`src/rtl/gdiv_pkg.sv`:
```
// gdiv_mc shared types: counter type, default INIT, update decision.
// Imported by gdiv_lane and gdiv_mc.
package gdiv_pkg;

  localparam int GDIV_DEP = 5;

  typedef logic [GDIV_DEP-1:0] cnt_t;

  typedef enum logic [1:0] {
    HOLD,
    INC,
    DEC
  } upd_e;

  function automatic int init_default(input int dep);
    return 2 ** (dep - 1);
  endfunction

endpackage

```
`src/rtl/gdiv_lane.sv`:
```
// gdiv_mc lane: saturating up/down counter, divisor delay,
// update decision and sticky saturation flags.
module gdiv_lane
  import gdiv_pkg::*;
#(
  parameter int DEP  = GDIV_DEP,
  parameter int INIT = init_default(GDIV_DEP)
) (
  input  logic           clk,
  input  logic           rst,
  input  logic           clr,
  input  logic           en,
  input  logic [DEP-1:0] rnd,
  input  logic           dividend,
  input  logic           divisor,
  output logic           q,
  output logic           sat_hi,
  output logic           sat_lo
);

  localparam logic [DEP-1:0] INIT_V = DEP'(INIT);
  localparam logic [DEP-1:0] MAX_V  = '1;
  localparam logic [DEP-1:0] ONE_V  = DEP'(1);
  localparam logic [DEP-1:0] NF_V   = MAX_V - ONE_V;

  logic [DEP-1:0] cnt;
  logic           div_d;
  logic           x0;
  logic           x1;
  logic           x2;
  logic           inc;
  logic           dec;
  logic           full;
  logic           empty;
  upd_e           upd;

  assign q     = (cnt > rnd);
  assign x0    = ~(divisor ^ div_d);
  assign x1    = ~(divisor ^ dividend);
  assign x2    = ~(x0 ^ ~q);
  assign inc   = x1 & x2;
  assign dec   = ~x1 & ~x2;
  assign full  = (cnt == MAX_V);
  assign empty = (cnt == '0);

  always_comb begin
    upd = HOLD;
    if (inc && !full) begin
      upd = INC;
    end else if (dec && !empty) begin
      upd = DEC;
    end
  end

  // Flags set only on the transition into the rail, not on holding there.
  always_ff @(posedge clk) begin
    if (rst || clr) begin
      cnt    <= INIT_V;
      div_d  <= 1'b0;
      sat_hi <= 1'b0;
      sat_lo <= 1'b0;
    end else if (en) begin
      div_d <= divisor;
      unique case (upd)
        INC: begin
          cnt <= cnt + ONE_V;
          if (cnt == NF_V) sat_hi <= 1'b1;
        end
        DEC: begin
          cnt <= cnt - ONE_V;
          if (cnt == ONE_V) sat_lo <= 1'b1;
        end
        default: begin
          cnt <= cnt;
        end
      endcase
    end
  end

endmodule

```
`src/rtl/gdiv_mc.sv`:
```
// Multi-lane stochastic divider with stream-length counter.
// GDIV_MC_QREG_EN: register the quotient port (1 cycle latency).
module gdiv_mc
  import gdiv_pkg::*;
#(
  parameter int NCH   = 4,
  parameter int DEP   = GDIV_DEP,
  parameter int INIT  = init_default(DEP),
  parameter int LEN_W = 8
) (
  input  logic             clk,
  input  logic             rst,
  input  logic             en,
  input  logic             clr,
  input  logic [LEN_W-1:0] len,
  input  logic [DEP-1:0]   randNum,
  input  logic [NCH-1:0]   dividend,
  input  logic [NCH-1:0]   divisor,
  output logic [NCH-1:0]   quotient,
  output logic [NCH-1:0]   sat_hi,
  output logic [NCH-1:0]   sat_lo,
  output logic             done
);

  logic [NCH-1:0]   q;
  logic [LEN_W-1:0] len_cnt;

  for (genvar i = 0; i < NCH; i++) begin : g_lane
    gdiv_lane #(
      .DEP (DEP),
      .INIT(INIT)
    ) u_lane (
      .clk     (clk),
      .rst     (rst),
      .clr     (clr),
      .en      (en),
      .rnd     (randNum),
      .dividend(dividend[i]),
      .divisor (divisor[i]),
      .q       (q[i]),
      .sat_hi  (sat_hi[i]),
      .sat_lo  (sat_lo[i])
    );
  end

  // A len lowered below len_cnt lets the counter wrap silently.
  always_ff @(posedge clk) begin
    if (rst || clr) begin
      len_cnt <= '0;
      done    <= 1'b0;
    end else if (en) begin
      if (len_cnt == len) begin
        len_cnt <= '0;
        done    <= 1'b1;
      end else begin
        len_cnt <= len_cnt + 1'b1;
        done    <= 1'b0;
      end
    end else begin
      done <= 1'b0;
    end
  end

`ifdef GDIV_MC_QREG_EN
  always_ff @(posedge clk) begin
    if (rst || clr) begin
      quotient <= '0;
    end else begin
      quotient <= q;
    end
  end
`else
  assign quotient = q;
`endif

endmodule

```
`config.mk`:
```
export PLATFORM = sky130hd
export DESIGN_NAME = gdiv_mc
export DESIGN_NICKNAME = d
export VERILOG_FILES = /design/src/rtl/gdiv_pkg.sv /design/src/rtl/gdiv_lane.sv /design/src/rtl/gdiv_mc.sv
export SDC_FILE = /design/constraint.sdc
export NUM_CORES = 1
export LEC_CHECK = 0
export BUFFER_PORTS_ARGS = -buffer_cell sky130_fd_sc_hd__buf_4
export CAP_MARGIN = 40
export CORE_MARGIN = 4
export CORE_UTILIZATION = 60
export CTS_BUF_LIST = sky130_fd_sc_hd__clkbuf_4 sky130_fd_sc_hd__clkbuf_8
export CTS_CLUSTER_DIAMETER = 30
export DETAILED_ROUTE_END_ITERATION = 6
export PLACE_DENSITY = 0.82
export SYNTH_ARGS = -nofsm -noshare
export SYNTH_HDL_FRONTEND = slang
export SYNTH_SLANG_ARGS = --single-unit
```
`constraint.sdc`:
```
create_clock -name clk -period 7.63 [get_ports clk]
set_input_delay 1.1445 -clock clk [delete_from_list [all_inputs] [get_ports clk]]
set_output_delay 1.1445 -clock clk [all_outputs]
set_load 0.02 [all_outputs]
```
==> results.toml <==
[sta]
max_freq_mhz = 268
worst_slew_pin_slew_ps = 713
setup_viol = 0
rsz0062_at_grt = "no"
report.final.slew_viol_count = 0
whs_ps = 482
skew_ps = 7.30
final.setup.tns_ps = 0
min_period_ps = 3740
finalHoldViolCount = 0
finalCritPeriodShare = 0.490
max_slew_margin = 0.523

[floorplan]
rows = 26
start_util = 0.622
die_x_um = 80.8
die_area_um2 = 6520
ios = 38
core_um2 = 5110
die_height_um = 80.8

[worst_hold_path]
hp-start = "g_lane[1].u_lane.sat_hi$_SDFFE_PP0P_"
hold_class = "reg -> reg"
hold_path_end = "g_lane[1].u_lane.sat_hi$_SDFFE_PP0P_"
hold_depth = 1

[setup_path]
r2r_start = "g_lane[2].u_lane.cnt[0]$_SDFFE_PP0P_"
cpPeakStageDelay_ps = 320
worstPathMaxFanout = 4
cp_slowest_cell = "o32ai_2"
crit_required_ps = 6490
critPathKind = "in -> out"
r2r_cells = 10
cp_cell_sequence = "buf_4 -> inv_1 -> ha_1 -> a21o_1 -> a21oi_1 -> nor2b_1 -> o32ai_2 -> inv_1 -> buf_4"
rrSetupSlack_ps = 4560
crit_path_end_kind = "output pin"
cp-start-kind = "primary input"
r2r_end = "g_lane[2].u_lane.cnt[2]$_SDFFE_PP0P_"
cp.arrival_ps = 2590

[finish]
layout_commonest_cell = "nor2_1"
fillers = 430
num-nets-final = 460
final_cell_mix = "nor2_1, ha_1, dfxtp_1"
fin_cells = 465
drive_gt1_frac = 0.152
n_antenna_cell = 0
syn2layout_area_growth_pct = 10.0
post-route-util = 0.684

[power_and_ir_drop]
power.leakage_nw = 1.58
p_per_area_nw_per_um2 = 151
power_mw = 0.527
irDropWorstVdd_mv = 0.0840

[route]
drt_iter0_markers = 211
vias_per_cell = 5.79
dr_wl_met2_um = 3410
drc = 0
antenna_left = 0
finalWirelength_um = 6870
m1WireLength_um = 3050
wl_per_cell_um = 14.8
num_vias = 2691
wl_met3_um = 339
highest_layer = "met4"
first_pass_iters = 5

[clocking]
clk_pin_slew_worst_paths_ps = 90
cts_made_buffers = 5
htreeDepth = 2
ctsHoldBuffers = 0
clock-sinks = 41
clk_path_buf_depth = 2
clock_latency_ps = 300
cts_tree = "yes"
clockRootBuffer = "clkbuf_8"
cts-resized-gates = 0
postCtsSetupBuffers = 0

[yosys]
syn_area_um2 = 3180
ys_warn_count = 0
avgSynthCellArea_um2 = 8.59
mappedNetlistNets = 436
synth_top_cell_by_area = "dfxtp_1"
synth_top_area_frac = 0.258
synthTopCellsByArea = "dfxtp_1, ha_1, mux2i_1"
ys_ff_latch = 41
synthFlopType = "dfxtp_1"
syn_inst = 370
synth_seq_area_share = 0.258
ys_types = 56
async_flop_share = 0
synth-edff-count = 0

[global_routing]
grt_overflow_total = 0
grt_pass1_wl_um = 11900
first_global_vias = 2592
grt_max_degree = 30
antenna_found_initial = 0
grt_use_total = 0.230

[flow_run]
cap_violations = 0

[place]
io_buffers = 37
dp.cells = 457
gp_congestion = 0.886
hpwl_um = 5200

[run_status]
outcome = "finished clean"
## registers in the layout (all words and copies together), names as in the netlist
register	flops
g_lane.u_lane.cnt	20
len_cnt	8
g_lane.u_lane.div_d	4
g_lane.u_lane.sat_hi	4
g_lane.u_lane.sat_lo	4
done	1
## where the power goes
group / internal [mW] / leakage (nW) / switching (mW)
logic: 0.0630 / 1.20 / 0.0745
clock network: 0.0735 / 0.0512 / 0.0850
registers: 0.220 / 0.332 / 0.0111
## metal layers
| metal | up-vias | global-route usage |
|---|---|---|
| met5 | - | 0 |
| met4 | 0 | 0.0642 |
| met3 | 9 | 0.0377 |
| met2 | 64 | 0.406 |
| met1 | 1273 | 0.289 |
| li1 | 1345 | - |
## stage by stage
| stage | instance area, µm² | setup slack [ps] |
|---|---|---|
| after floorplan | 3180 | 4160 |
| after global placement | 3400 | 3920 |
| after detailed placement | 3400 | 3830 |
| after CTS | 3490 | 3870 |
| after global routing | 3490 | 3820 |
| final | 3490 | 3890 |
## synthesized netlist by cell type, drive strengths merged, types with 5 or more instances
cell	count
o21ai	11
or3	6
buf	16
nand2	27
dfxtp	41
and3	8
nor2b	5
ha	41
nand3	5
nor3	12
nor2	45
a21oi	11
mux2i	19
xor2	16
o21a	5
nand4	10
inv	24
xnor2	13
## cell type report
cell class	count	area, µm²	area share
clock inverters	2	13.8	0.00394
well taps	70	87.6	0.0251
inverters	24	90.1	0.0258
repair buffers	37	278	0.0795
multi-input cells	285	2120	0.607
clock buffers	6	82.6	0.0236
flip-flops and latches	41	821	0.235
## worst max-delay path by stage
stage	from	end	cells after the start
after floorplan	randNum[2]	quotient[0]	8
after global placement	randNum[2]	quotient[0]	9
after detailed placement	randNum[4]	g_lane[2].u_lane.cnt[0]$_SDFFE_PP0P_	10
after CTS	randNum[2]	quotient[0]	9
after global routing	randNum[1]	quotient[2]	8
final	randNum[2]	quotient[0]	9
## cells by family after synthesis
kind of cell,synth area share
adder cells (fa/ha/maj),0.161
multiplexers,0.0717
XOR/XNOR,0.0859
buffers and inverters,0.0736
AND/OR/NAND/NOR,0.210
AO/OA/AOI/OAI,0.139
flip-flops,0.258
## worst max-delay path, delay by kind of cell
family	cells	cell delay, ps
simple gates	1	60
fa+ha+maj	1	280
buf+inv	4	490
compound gates	3	620
Note: power is estimated with default switching activity, not from simulation.
